==> src/rtl/arb4_ctrl.sv <==
// Four-requester arbiter: fixed priority or round-robin, one-hot grant held until
// release, with a forced release once a grant has been held for MAX_HOLD cycles.
module arb4_ctrl #(
    parameter int MAX_HOLD = 8
) (
    input  logic       i_clk,
    input  logic       i_rst_n,
    input  logic [3:0] i_req,
    input  logic       i_done,
    input  logic       i_rr_en,
    output logic [3:0] o_gnt,
    output logic [1:0] o_gnt_id,
    output logic       o_gnt_valid,
    output logic       o_timeout
);

    // state    | meaning
    // ST_IDLE  | no grant; arbitrates whenever any request is pending
    // ST_GRANT | one requester owns the resource until done, drop or hold limit
    localparam logic [0:0] ST_IDLE  = 1'b0;
    localparam logic [0:0] ST_GRANT = 1'b1;
    localparam logic [7:0] HOLD_LAST = 8'(MAX_HOLD - 1);

    logic [0:0] r_state;
    logic [3:0] r_gnt;
    logic [1:0] r_gnt_id;
    logic       r_gnt_valid;
    logic       r_timeout;
    logic [1:0] r_last_id;
    logic [7:0] r_hold_cnt;

    logic [1:0] w_start;
    logic [1:0] w_idx;
    logic [1:0] w_winner;
    logic       w_found;
    logic       w_rel_normal;
    logic       w_rel_force;

    // Round-robin search descends from the slot below the last winner, so the
    // last winner is always considered last.
    always_comb begin
        w_start  = r_last_id - 2'd1;
        w_idx    = 2'd0;
        w_winner = 2'd0;
        w_found  = 1'b0;
        if (i_rr_en) begin
            for (int k = 0; k < 4; k++) begin
                w_idx = w_start - 2'(k);
                if (!w_found && i_req[w_idx]) begin
                    w_winner = w_idx;
                    w_found  = 1'b1;
                end
            end
        end else begin
            if (i_req[3])      w_winner = 2'd3;
            else if (i_req[2]) w_winner = 2'd2;
            else if (i_req[1]) w_winner = 2'd1;
            else               w_winner = 2'd0;
        end
    end

    assign w_rel_normal = i_done || !i_req[r_gnt_id];
    assign w_rel_force  = (r_hold_cnt == HOLD_LAST);

    always_ff @(posedge i_clk or negedge i_rst_n) begin
        if (!i_rst_n) begin
            r_state     <= ST_IDLE;
            r_gnt       <= 4'b0000;
            r_gnt_id    <= 2'd0;
            r_gnt_valid <= 1'b0;
            r_timeout   <= 1'b0;
            r_last_id   <= 2'd0;
            r_hold_cnt  <= 8'd0;
        end else if (r_state == ST_IDLE) begin
            r_timeout <= 1'b0;
            if (|i_req) begin
                r_state     <= ST_GRANT;
                r_gnt       <= 4'b0001 << w_winner;
                r_gnt_id    <= w_winner;
                r_gnt_valid <= 1'b1;
                r_hold_cnt  <= 8'd0;
                r_last_id   <= w_winner;
            end
        end else begin
            if (w_rel_normal || w_rel_force) begin
                r_state     <= ST_IDLE;
                r_gnt       <= 4'b0000;
                r_gnt_valid <= 1'b0;
                r_timeout   <= !w_rel_normal;
            end else begin
                r_timeout  <= 1'b0;
                r_hold_cnt <= (r_hold_cnt == HOLD_LAST) ? r_hold_cnt : r_hold_cnt + 8'd1;
            end
        end
    end

    assign o_gnt       = r_gnt;
    assign o_gnt_id    = r_gnt_id;
    assign o_gnt_valid = r_gnt_valid;
    assign o_timeout   = r_timeout;

endmodule

==> config.mk <==
export PLATFORM = sky130hd
export DESIGN_NAME = arb4_ctrl
export DESIGN_NICKNAME = d
export VERILOG_FILES = /design/src/rtl/arb4_ctrl.sv
export SDC_FILE = /design/constraint.sdc
export NUM_CORES = 1
export LEC_CHECK = 0
export ABC_AREA = 1
export CAP_MARGIN = 10
export CELL_PAD_IN_SITES_DETAIL_PLACEMENT = 0
export CELL_PAD_IN_SITES_GLOBAL_PLACEMENT = 1
export CORE_AREA = 2 2 72 46
export DETAILED_ROUTE_END_ITERATION = 8
export DIE_AREA = 0 0 74 48
export PLACE_DENSITY_LB_ADDON = 0.1
export SLEW_MARGIN = 20
export SYNTH_ARGS = -nofsm -noshare
export SYNTH_HDL_FRONTEND = slang
export SYNTH_SLANG_ARGS = --single-unit
==> constraint.sdc <==
create_clock -name i_clk -period 3.2 [get_ports i_clk]
set_input_delay 0.32 -clock i_clk [delete_from_list [all_inputs] [get_ports i_clk]]
set_output_delay 0.32 -clock i_clk [all_outputs]
set_load 0.005 [all_outputs]
After elaboration in Yosys (flattened, before gate mapping)
Cells that the tools add are included.

operators by class
  add/subtract/negate cells = 5
  order comparisons = 5
  eq/ne operators = 4
  shifts and indexed selects = 1
  mux-type cells = 39
  bitwise gates (word level) = 1
  reduce and logical (&&, ||, !) cells = 15

operator list
  cell                   number
  $mux W8                4
  $mux W1                20
  $lt A2 B3 Y1 const B   5
  $mux W2                7
  $mux W4                3
  $bmux W1 S2            5
  $add A8 B1 Y8 const B  1
  $eq A8 B3 Y1 const B   1
  $logic_not A1 Y1       5
  $ne A2 B2 Y1 const B   2
  $reduce_and A2 Y1      2
  $reduce_or A4 Y1       1
  $shl A1 B2 Y4 const A  1
  $sub A2 B1 Y2 const B  2
  $sub A2 B2 Y2 const B  2
  $logic_and A1 B1 Y1    3
  $reduce_and A3 Y1      1
  $logic_or A1 B1 Y1     2
  $ne A2 B1 Y1 const B   1
  $reduce_bool A2 Y1     1
  $not A1 Y1             1

word-level totals
  register bits = 17
  word-level logic and storage cells = 76

Longest topological paths before layout
Gate-level depths: netlist of run 1.

  depth in word-level cells = 20
  depth in mapped cells = 15
  gate-level depth less buffers = 14

Worst setup path before layout of run 1
OpenSTA, ideal clock, no wires.

  kind = register -> register
  start = register r_hold_cnt[0]
  end = register r_hold_cnt[2]
  library setup time = 0.119 ns
  arrival = 1.391 ns
  setup slack = 1.690 ns
  stages on the path, launching flop included = 10
  path buffers = 0
  period minus slack after synthesis = 1.510 ns
  cells stage by stage = dfrtp_1 ha_1 nand2_1 nor3_1 nand2_1 nand3_4 o21ai_4 inv_4 o21ai_1 nor2_1

between the ends
  cells in the longest elaborated chain, start to end = 4

ends and longest elaborated chain
  element                                               line    RTL
  from (decl)                                           30      logic [7:0] r_hold_cnt;
  from (signal assigned)                                92      r_hold_cnt <= (r_hold_cnt == HOLD_LAST) ? r_hold_cnt : r_hold_cnt + 8'd1;
  $add A8 B1 Y8 / $eq A8 B3 Y1 (equally long branches)  92, 63
  $mux W8 / $logic_or A1 B1 Y1 (equally long branches)  92, 85
  $mux W8 / $ne A2 B2 Y1 (equally long branches)        n/a
  $mux W8 / $reduce_and A3 Y1 (equally long branches)   n/a

Parallel ways exist; a longest one is shown, timed or not. The select of a mux whose other input is x is not followed.
A chain may end at the register's enable or synchronous reset.

==> results.py, run 1 <==
metrics = {
    "status": {
        "status": "completed",
    },
    "synth": {
        "synth_nets": 165,
        "synth_edf_count": 0,
        "yosysMostFrequentCell": "nand2_1",
        "synth_flop_cell": "dfrtp_1",
        "yosysTopAreaCellShare_pct": 37.3,
        "synthTopCellsByArea": "dfrtp_1 (37%), nand2_1 (18%), nand3_1 (6.1%)",
        "yosysUniqueCellTypes": 26,
        "yosys.area.top_type": "dfrtp_1",
        "netlist_area_um2": 1140,
        "synthTopCellsByCount": "nand2_1 (55), dfrtp_1 (17), inv_1 (14), nand3_1 (14), nand2_2 (7)",
        "yosysWarnings": 0,
        "synth-async-reset-ratio_pct": 100,
        "ys_seq_area_share_pct": 37.3,
        "ys_ff_latch": 17,
        "avgSynthCellArea_um2": 7.31,
        "netlist_instances": 156,
    },
    "route": {
        "finalWirelength_um": 2690,
        "drt_iter0_markers": 82,
        "num_vias": 1045,
        "wl_per_cell_um": 12.4,
        "drc_errors": 0,
        "routed_via_density": 4.84,
        "dr.pass1.iters": 4,
        "ant_nets": 0,
    },
    "critical_path": {
        "required_ns": 3.34,
        "critPathKind": "flip-flop to flip-flop",
        "startpoint_type": "flip-flop",
        "crit_fanout": 10,
        "worstSetupEndpointType": "flip-flop",
        "cp.arrival_ns": 1.93,
    },
    "global_routing": {
        "antenna_found_initial": 0,
        "grt_overflow": 0,
        "grt_use_met1_pct": 28.6,
        "grt.met2_usage_pct": 22.7,
        "grt_max_degree": 18,
        "grt.busiest_layer": "met1",
        "grt_usage_pct": 18.1,
        "grt_pass1_vias": 938,
        "grt_util_met3_pct": 5.26,
        "grt_pass1_wl_um": 4590,
    },
    "pwr": {
        "ir_worst_vdd_uv": 284,
        "powerDensity_nw_per_um2": 864,
        "p_leak_nw": 0.669,
        "p_total_mw": 1.19,
    },
    "floorplanning": {
        "die_w_um": 74,
        "coreArea_um2": 2830,
        "die-area_um2": 3550,
        "pin_count": 16,
        "fp.dieH_um": 48,
        "core.rowCount": 15,
        "initial_core_util_pct": 40.2,
    },
    "placement": {
        "gp_congestion": 0.778,
        "port_buffers": 15,
        "hpwl_um": 2100,
        "dp_cells": 212,
        "postPlaceCellArea_um2": 1330,
        "dp_slack_ns": 1.19,
    },
    "final_layout": {
        "fin_util_pct": 48.6,
        "diodes": 0,
        "drive_above_1_share_pct": 14.9,
        "fillers": 283,
        "nNetsFinal": 184,
        "syn2layout_area_growth_pct": 20.9,
        "final_cells": 216,
        "final_cell_area_um2": 1380,
    },
    "sta": {
        "fin_skew_ns": 0.00527,
        "worst_pin_slew_ns": 0.758,
        "min_period_ns": 1.79,
        "slew_headroom_pct": 49.3,
        "fin_crit_sh_pct": 55.9,
        "finalHoldViolCount": 0,
        "setup_viol": 0,
        "drv_slew": 0,
        "setup_ws_ns": 1.41,
        "whs_ns": 0.492,
        "max_freq_mhz": 559,
        "rsz0062_at_grt": "false",
        "setup_tns_ns": 0,
    },
    "clock_network": {
        "cts.sinks": 17,
        "cts-buffers-inserted": 3,
        "cts.clk_slew.worst_paths_ns": 0.07,
        "htree_num_levels": 1,
        "cts_tree": "done",
        "insertion_delay_ns": 0.26,
        "post_cts_resized": 0,
        "ctsHoldBuffers": 0,
        "post_cts_buffers": 0,
        "cts_root_buf": "clkbuf_8",
        "clk_path_buf_depth": 2,
    },
    "worst_hold_path": {
        "hp-class": "flip-flop to flip-flop",
    },
    "job": {
        "drv_cap": 0,
    },
}
-- cells by family after synthesis --
logic type	Yosys count	synth area share [%]
XOR/XNOR	3	2.31
flip-flops	17	37.3
buffers and inverters	21	8.23
adder cells (fa/ha/maj)	1	1.10
AO/OA/AOI/OAI	17	11.2
AND/OR/NAND/NOR	97	39.8
-- state kept, by name, indices dropped and copies added, names as in the netlist --
signal and flops:
o_gnt_valid 1, o_gnt 4, r_state 1, r_hold_cnt 8, o_timeout 1, r_last_id 2
-- routing by layer --
metal / share of wire [%] / wire length (um)
met5: 0 / 0
met4: 0.74 / 20
met3: 6.6 / 178
met2: 35 / 938
met1: 58 / 1550
-- report_power, final --
group          internal [mW]  switching (mW)  total [mW]
Combinational          0.249           0.434       0.683
Sequential             0.269          0.0722       0.342
Clock                 0.0866          0.0784       0.165
-- layout make-up --
type                            count  area, um^2  area share [%]
Timing Repair Buffer               15         150            10.9
Clock buffer                        3        41.3            3.00
Sequential cell                    17         425            30.9
Clock inverter                      1        5.00           0.363
Inverter                           20        82.6            5.99
Tap cell                           42        52.6            3.81
Multi-Input combinational cell    118         621            45.0
-- critical path: stages, from the launching register on --
cell and delay (ns):
dfrtp_1 0.59, inv_6 0.09, nand2_1 0.13, nand3_1 0.09
nand2_2 0.12, nand3_4 0.10, o21ai_4 0.26, nand2_2 0.10
o21ai_1 0.13, a21oi_1 0.07
-- final timing paths --
| path | end | start | slack [ns] | cells past startpoint |
|---|---|---|---|---|
| worst max-delay path | r_hold_cnt[3] | r_last_id[0] | 1.41 | 9 |
| worst min-delay path | o_gnt[2] | o_gnt[2] | 0.49 | 2 |
| worst max register to register | r_hold_cnt[3] | r_last_id[0] | 1.41 | 9 |
| worst min register to register | o_gnt[2] | o_gnt[2] | 0.49 | 2 |
| max in group asynchronous | r_state | i_rst_n | 2.22 | 1 |
| min in group asynchronous | o_gnt[0] | i_rst_n | 0.51 | 1 |
-- placed cells by master (no fill, tap or decap), drive strengths merged --
master,count
o21bai,1
a211oi,1
nor2,8
nand3b,1
nand4,6
clkbuf,3
nand3,15
clkdlybuf4s50,15
ha,1
nor3,4
a21oi,3
o21ai,9
o31ai,3
clkinv,1
xor2,3
nand2,63
inv,20
dfrtp,17
No activity file was read; power rests on OpenSTA's default activity.
==> run 2, diff against run 1 <==
Settings changed: CORE_AREA 2 2 72 46 to 2 2 77 50, DIE_AREA 0 0 74 48 to 0 0 79 52.
Clock period 3.2 ns to 1.5 ns, I/O delays scaled along.
==> run 2 against run 1 <==
Cell count is 18% higher; the flow now finishes with violations (setup timing); sequential power is 110% higher; cell area is 27% higher; sequential share of layout area is 6.5 points lower; count of clock-buffer cells in the layout is 1 higher; critical endpoint is now o_gnt[3]; critical path type unchanged; via count is 17% higher; setup slack worse by 1.6 ns; fmax is 6.5% higher; critical path depth is 3 higher; wire length is 22% higher; highest routed layer unchanged.
==> results.py, run 2 (synthesized netlist as in run 1, its figures left out) <==
metrics = {
    "sta": {
        "worst_pin_slew_ns": 0.304,
        "rsz0062_at_grt": "true",
        "slew_headroom_pct": 79.6,
        "min_period_ns": 1.68,
        "setup_viol": 15,
        "drv_slew": 0,
        "setup_tns_ns": -1.67,
        "finalHoldViolCount": 0,
        "max_freq_mhz": 595,
        "fin_crit_sh_pct": 112,
        "setup_ws_ns": -0.181,
        "fin_skew_ns": 0.00412,
    },
    "global_routing": {
        "antenna_found_initial": 0,
        "grt_usage_pct": 18.6,
        "grt_pass1_vias": 1191,
        "grt_overflow": 0,
        "grt_max_degree": 18,
        "grt_pass1_wl_um": 5790,
    },
    "placement": {
        "hpwl_um": 2400,
        "postPlaceCellArea_um2": 1510,
        "port_buffers": 15,
        "gp_congestion": 0.812,
        "dp_slack_ns": -0.336,
    },
    "status": {
        "status": "finished, violations left",
        "violations": "setup timing",
    },
    "critical_path": {
        "crit_buf_inv": 1,
        "slowest_stage": "dfrtp_2",
        "critPathMostFrequentCell": "nand2_4",
        "crit_chain": "buf_6, nand2_4, nand2_4, nand2_4, nand2_4, nor2_4, nand4_1, nand2_2, nor2_2, nor2_2, nand3_1, nand2_1",
        "required_ns": 1.69,
        "max_stage_delay_ns": 0.47,
        "crit_fanout": 6,
        "cp.arrival_ns": 1.87,
        "critPathTopFamily": "simple AND/OR/NAND/NOR gates",
        "startpoint_type": "flip-flop",
        "critPathKind": "flip-flop to flip-flop",
        "worstSetupEndpointType": "flip-flop",
    },
    "route": {
        "routed_via_density": 4.80,
        "ant_nets": 0,
        "wl_per_cell_um": 12.9,
        "drt_iter0_markers": 50,
        "drc_errors": 0,
        "num_vias": 1219,
        "finalWirelength_um": 3270,
        "dr.pass1.iters": 4,
    },
    "clock_network": {
        "cts_tree": "done",
        "clk_path_buf_depth": 2,
        "cts.sinks": 17,
        "cts_root_buf": "clkbuf_8",
        "cts-buffers-inserted": 3,
        "insertion_delay_ns": 0.25,
        "htree_num_levels": 1,
        "cts.clk_slew.worst_paths_ns": 0.07,
    },
    "floorplanning": {
        "fp.dieH_um": 52,
        "coreArea_um2": 3450,
        "core.rowCount": 17,
        "initial_core_util_pct": 33.1,
        "die-area_um2": 4110,
        "pin_count": 16,
        "die_w_um": 79,
    },
    "final_layout": {
        "largest_reg_flops": 8,
        "drive_above_1_share_pct": 38.6,
        "fillers": 362,
        "final_cell_area_um2": 1750,
        "syn2layout_area_growth_pct": 53.9,
        "layout_common_cells": "nand2_1 (43), buf_4 (31), dfrtp_1 (15)",
        "diodes": 0,
        "nNetsFinal": 217,
        "top_register": "r_hold_cnt",
        "final_common_cell": "nand2_1",
    },
    "pwr": {
        "ir_worst_vdd_uv": 886,
        "p_total_mw": 3.43,
        "p_leak_nw": 0.858,
        "powerDensity_nw_per_um2": 1950,
    },
    "worst_hold_path": {
        "hp-class": "input pin to asynchronous set/reset pin",
    },
    "job": {
        "drv_cap": 0,
    },
}
run 2: worst reg2reg max path: cells and delay by family (launching register included):
kind,cells,cell delay [ns]
buffers and inverters,1,0.16
AND/OR/NAND/NOR,11,1.01
flip-flops,1,0.47
run 2: per-stage QoR:
step | util, % | cells | hold slack [ns]
floorplan | - | 156 | -0.146
global placement | 43.7 | 239 | 0.464
detailed placement | 43.7 | 239 | 0.465
CTS | 49.1 | 252 | 0.237
global route | 50.9 | 254 | 0.259
finish | 50.9 | 254 | 0.227
run 2: area by class of cell:
cell class	count	area, um^2	share of cell area, %
Inverter	20	82.6	4.71
Clock buffer	4	45.0	2.57
Timing Repair Buffer	48	404	23.0
Tap cell	47	58.8	3.35
Multi-Input combinational cell	118	736	41.9
Sequential cell	17	428	24.4
run 2: report_power, final:
group / internal [mW] / total [mW] / switching [mW]
sequential: 0.581 / 0.704 / 0.123
clock: 0.188 / 0.344 / 0.156
combinational: 1.06 / 2.38 / 1.31
total: 1.83 / 3.43 / 1.59
run 2: path summary, 6_finish.rpt:
| check | startpoint | endpoint | slack [ns] | cells past startpoint |
|---|---|---|---|---|
| worst max-delay path | r_last_id[0] | o_gnt[3] | -0.18 | 12 |
| max in group asynchronous | i_rst_n | r_last_id[1] | 1.06 | 2 |
| min in group i_clk | o_gnt[2] | o_gnt[2] | 0.49 | 2 |
| worst min register to register | o_gnt[2] | o_gnt[2] | 0.49 | 2 |
| worst max register to register | r_last_id[0] | o_gnt[3] | -0.18 | 12 |
| worst min-delay path | i_rst_n | o_timeout | 0.23 | 2 |
run 2: repair_timing:
item | 4_1_cts | 5_1_grt
setup buffers | 9 | 2
pin swaps | 12 | 11
hold buffers | 0 | 0
setup endpoints to repair | 17 | 16
resized for setup | 23 | 13
run 2: routing by layer:
layer  wire length, um  track usage, %  up-vias
li1                  -               -      610
met1              1780            28.4      576
met2              1300            26.7       31
met3               185            4.86        2
met4                 7            2.59        0
met5                 0               0        -
==> run 3, diff against run 2 <==
Settings changed: TNS_END_PERCENT set to 50.
==> run 3 against run 2 <==
The run still ends with setup timing left; sequential share of layout area is the same; core utilization unchanged; setup slack worse by 0.0095 ns; cell area did not move; via count decreased by 0.82%; worst hold slack hardly changed; wire length about the same; critical path depth stayed put; die area is the same; first-iteration DRC count rose by 2.0%; count of clock-buffer cells in the layout unchanged; largest cell class unchanged.
==> results.py, run 3 (synthesized netlist as in run 1, its figures left out) <==
metrics = {
    "critical_path": {
        "crit_fanout": 6,
        "reg2reg_from": "r_last_id[0]",
        "critPathKind": "flip-flop to flip-flop",
        "r2r_slack_ns": -0.19,
        "required_ns": 1.69,
        "worstSetupEndpointType": "flip-flop",
        "cp.arrival_ns": 1.88,
        "startpoint_type": "flip-flop",
        "r2r-end": "o_gnt[3]",
        "r2r.worst_path.cells": 12,
        "cp-startpoint": "r_last_id[0]",
    },
    "clock_network": {
        "cts_tree": "done",
        "cts-buffers-inserted": 3,
        "htree_num_levels": 1,
        "clk_path_buf_depth": 2,
        "cts_root_buf": "clkbuf_8",
        "insertion_delay_ns": 0.25,
        "cts.clk_slew.worst_paths_ns": 0.07,
        "cts.sinks": 17,
    },
    "pwr": {
        "powerDensity_nw_per_um2": 1950,
        "p_total_mw": 3.43,
        "ir_worst_vdd_uv": 886,
        "p_int_mw": 1.83,
        "p_leak_nw": 0.858,
        "seq_power_share_pct": 20.6,
        "p_sw_share_pct": 46.5,
        "switchingPower_mw": 1.59,
        "clockPowerShare_pct": 10.0,
        "combPwrFrac_pct": 69.4,
    },
    "floorplanning": {
        "pin_count": 16,
        "die_w_um": 79,
        "coreArea_um2": 3450,
        "die-area_um2": 4110,
        "fp.dieH_um": 52,
        "core.rowCount": 17,
        "initial_core_util_pct": 33.1,
    },
    "status": {
        "status": "finished, violations left",
        "violations": "setup timing",
    },
    "sta": {
        "setup_viol": 15,
        "drv_slew": 0,
        "rsz0062_at_grt": "true",
        "min_period_ns": 1.69,
        "max_freq_mhz": 592,
        "slew_headroom_pct": 79.6,
        "setup_tns_ns": -1.74,
        "fin_skew_ns": 0.00412,
        "whs_ns": 0.227,
        "setup_ws_ns": -0.190,
        "fin_crit_sh_pct": 113,
        "finalHoldViolCount": 0,
        "worst_pin_slew_ns": 0.304,
    },
    "route": {
        "num_vias": 1209,
        "drt_iter0_markers": 51,
        "dr.pass1.iters": 4,
        "wl_per_cell_um": 12.9,
        "finalWirelength_um": 3270,
        "drc_errors": 0,
        "routed_via_density": 4.76,
        "ant_nets": 0,
    },
    "final_layout": {
        "final_common_cell": "nand2_1",
        "drive_above_1_share_pct": 38.6,
        "diodes": 0,
        "syn2layout_area_growth_pct": 53.9,
        "layout_common_cells": "nand2_1 (43), buf_4 (31), dfrtp_1 (15)",
        "nNetsFinal": 217,
        "largest_reg_flops": 8,
        "top_register": "r_hold_cnt",
    },
    "global_routing": {
        "grt_max_degree": 18,
        "grt_pass1_wl_um": 5790,
        "grt_pass1_vias": 1189,
        "antenna_found_initial": 0,
        "grt_usage_pct": 18.6,
        "grt_overflow": 0,
    },
    "worst_hold_path": {
        "hp-class": "input pin to asynchronous set/reset pin",
    },
    "job": {
        "drv_cap": 0,
    },
    "placement": {
        "port_buffers": 15,
        "hpwl_um": 2400,
        "gp_congestion": 0.812,
        "dp_slack_ns": -0.336,
    },
}
run 3: power by group through the flow:
stage | Sequential [mW] | Combinational (mW) | Clock, mW
after floorplan | 0.677 | 1.10 | 0
after global placement | 0.720 | 1.74 | 0
after detailed placement | 0.725 | 1.75 | 0
after CTS | 0.709 | 2.19 | 0.351
after global routing | 0.720 | 2.63 | 0.379
final | 0.705 | 2.38 | 0.344
run 3: worst max path at each step:
stage	endpoint	slack (ns)	cells past startpoint
after floorplan	r_hold_cnt[2]	0.006	9
after global placement	o_gnt[1]	-0.33	11
after detailed placement	o_gnt[1]	-0.34	11
after CTS	o_gnt[1]	-0.17	12
after global routing	o_gnt[3]	-0.34	12
final	o_gnt[3]	-0.19	12
run 3: final cells by class:
class | count | area (um^2)
Multi-Input combinational cell | 118 | 736
Inverter | 20 | 82.6
Sequential cell | 17 | 428
Tap cell | 47 | 58.8
Timing Repair Buffer | 48 | 404
Fill cell | 362 | 1690
Clock buffer | 4 | 45.0
run 3: timing repair:
| item | 4_1_cts | 5_1_grt |
|---|---|---|
| endpoints found under the setup margin | 17 | 16 |
| hold buffers | 0 | 0 |
| pin swaps | 12 | 11 |
| buffers inserted | 9 | 2 |
| endpoints found under the hold margin | 0 | 0 |
| resized for setup | 23 | 13 |
run 3: through the flow:
stage                     utilization (%)  cells  cell area, um^2
after CTS                            49.1    252             1690
final                                50.9    254             1750
after global placement               43.7    239             1510
after global routing                 50.9    254             1750
after detailed placement             43.7    239             1510
after floorplan                         -    156             1140
run 3: critical path: stages, from the launching register on:
cell and delay [ns]:
dfrtp_2 0.47, buf_6 0.16, nand2_4 0.06, nand2_4 0.05
nand2_4 0.09, nand2_4 0.06, nor2_4 0.12, nand4_1 0.14
nand2_2 0.13, nor2_2 0.04, nor2_2 0.14, nand3_1 0.09
nand2_1 0.06
run 3: per-layer routing:
layer | track usage, % | up-vias | wire [um]
li1 | - | 611 | -
met1 | 28.4 | 572 | 1830
met2 | 26.7 | 24 | 1290
met3 | 4.86 | 2 | 140
met4 | 2.59 | 0 | 7
met5 | 0 | - | 0
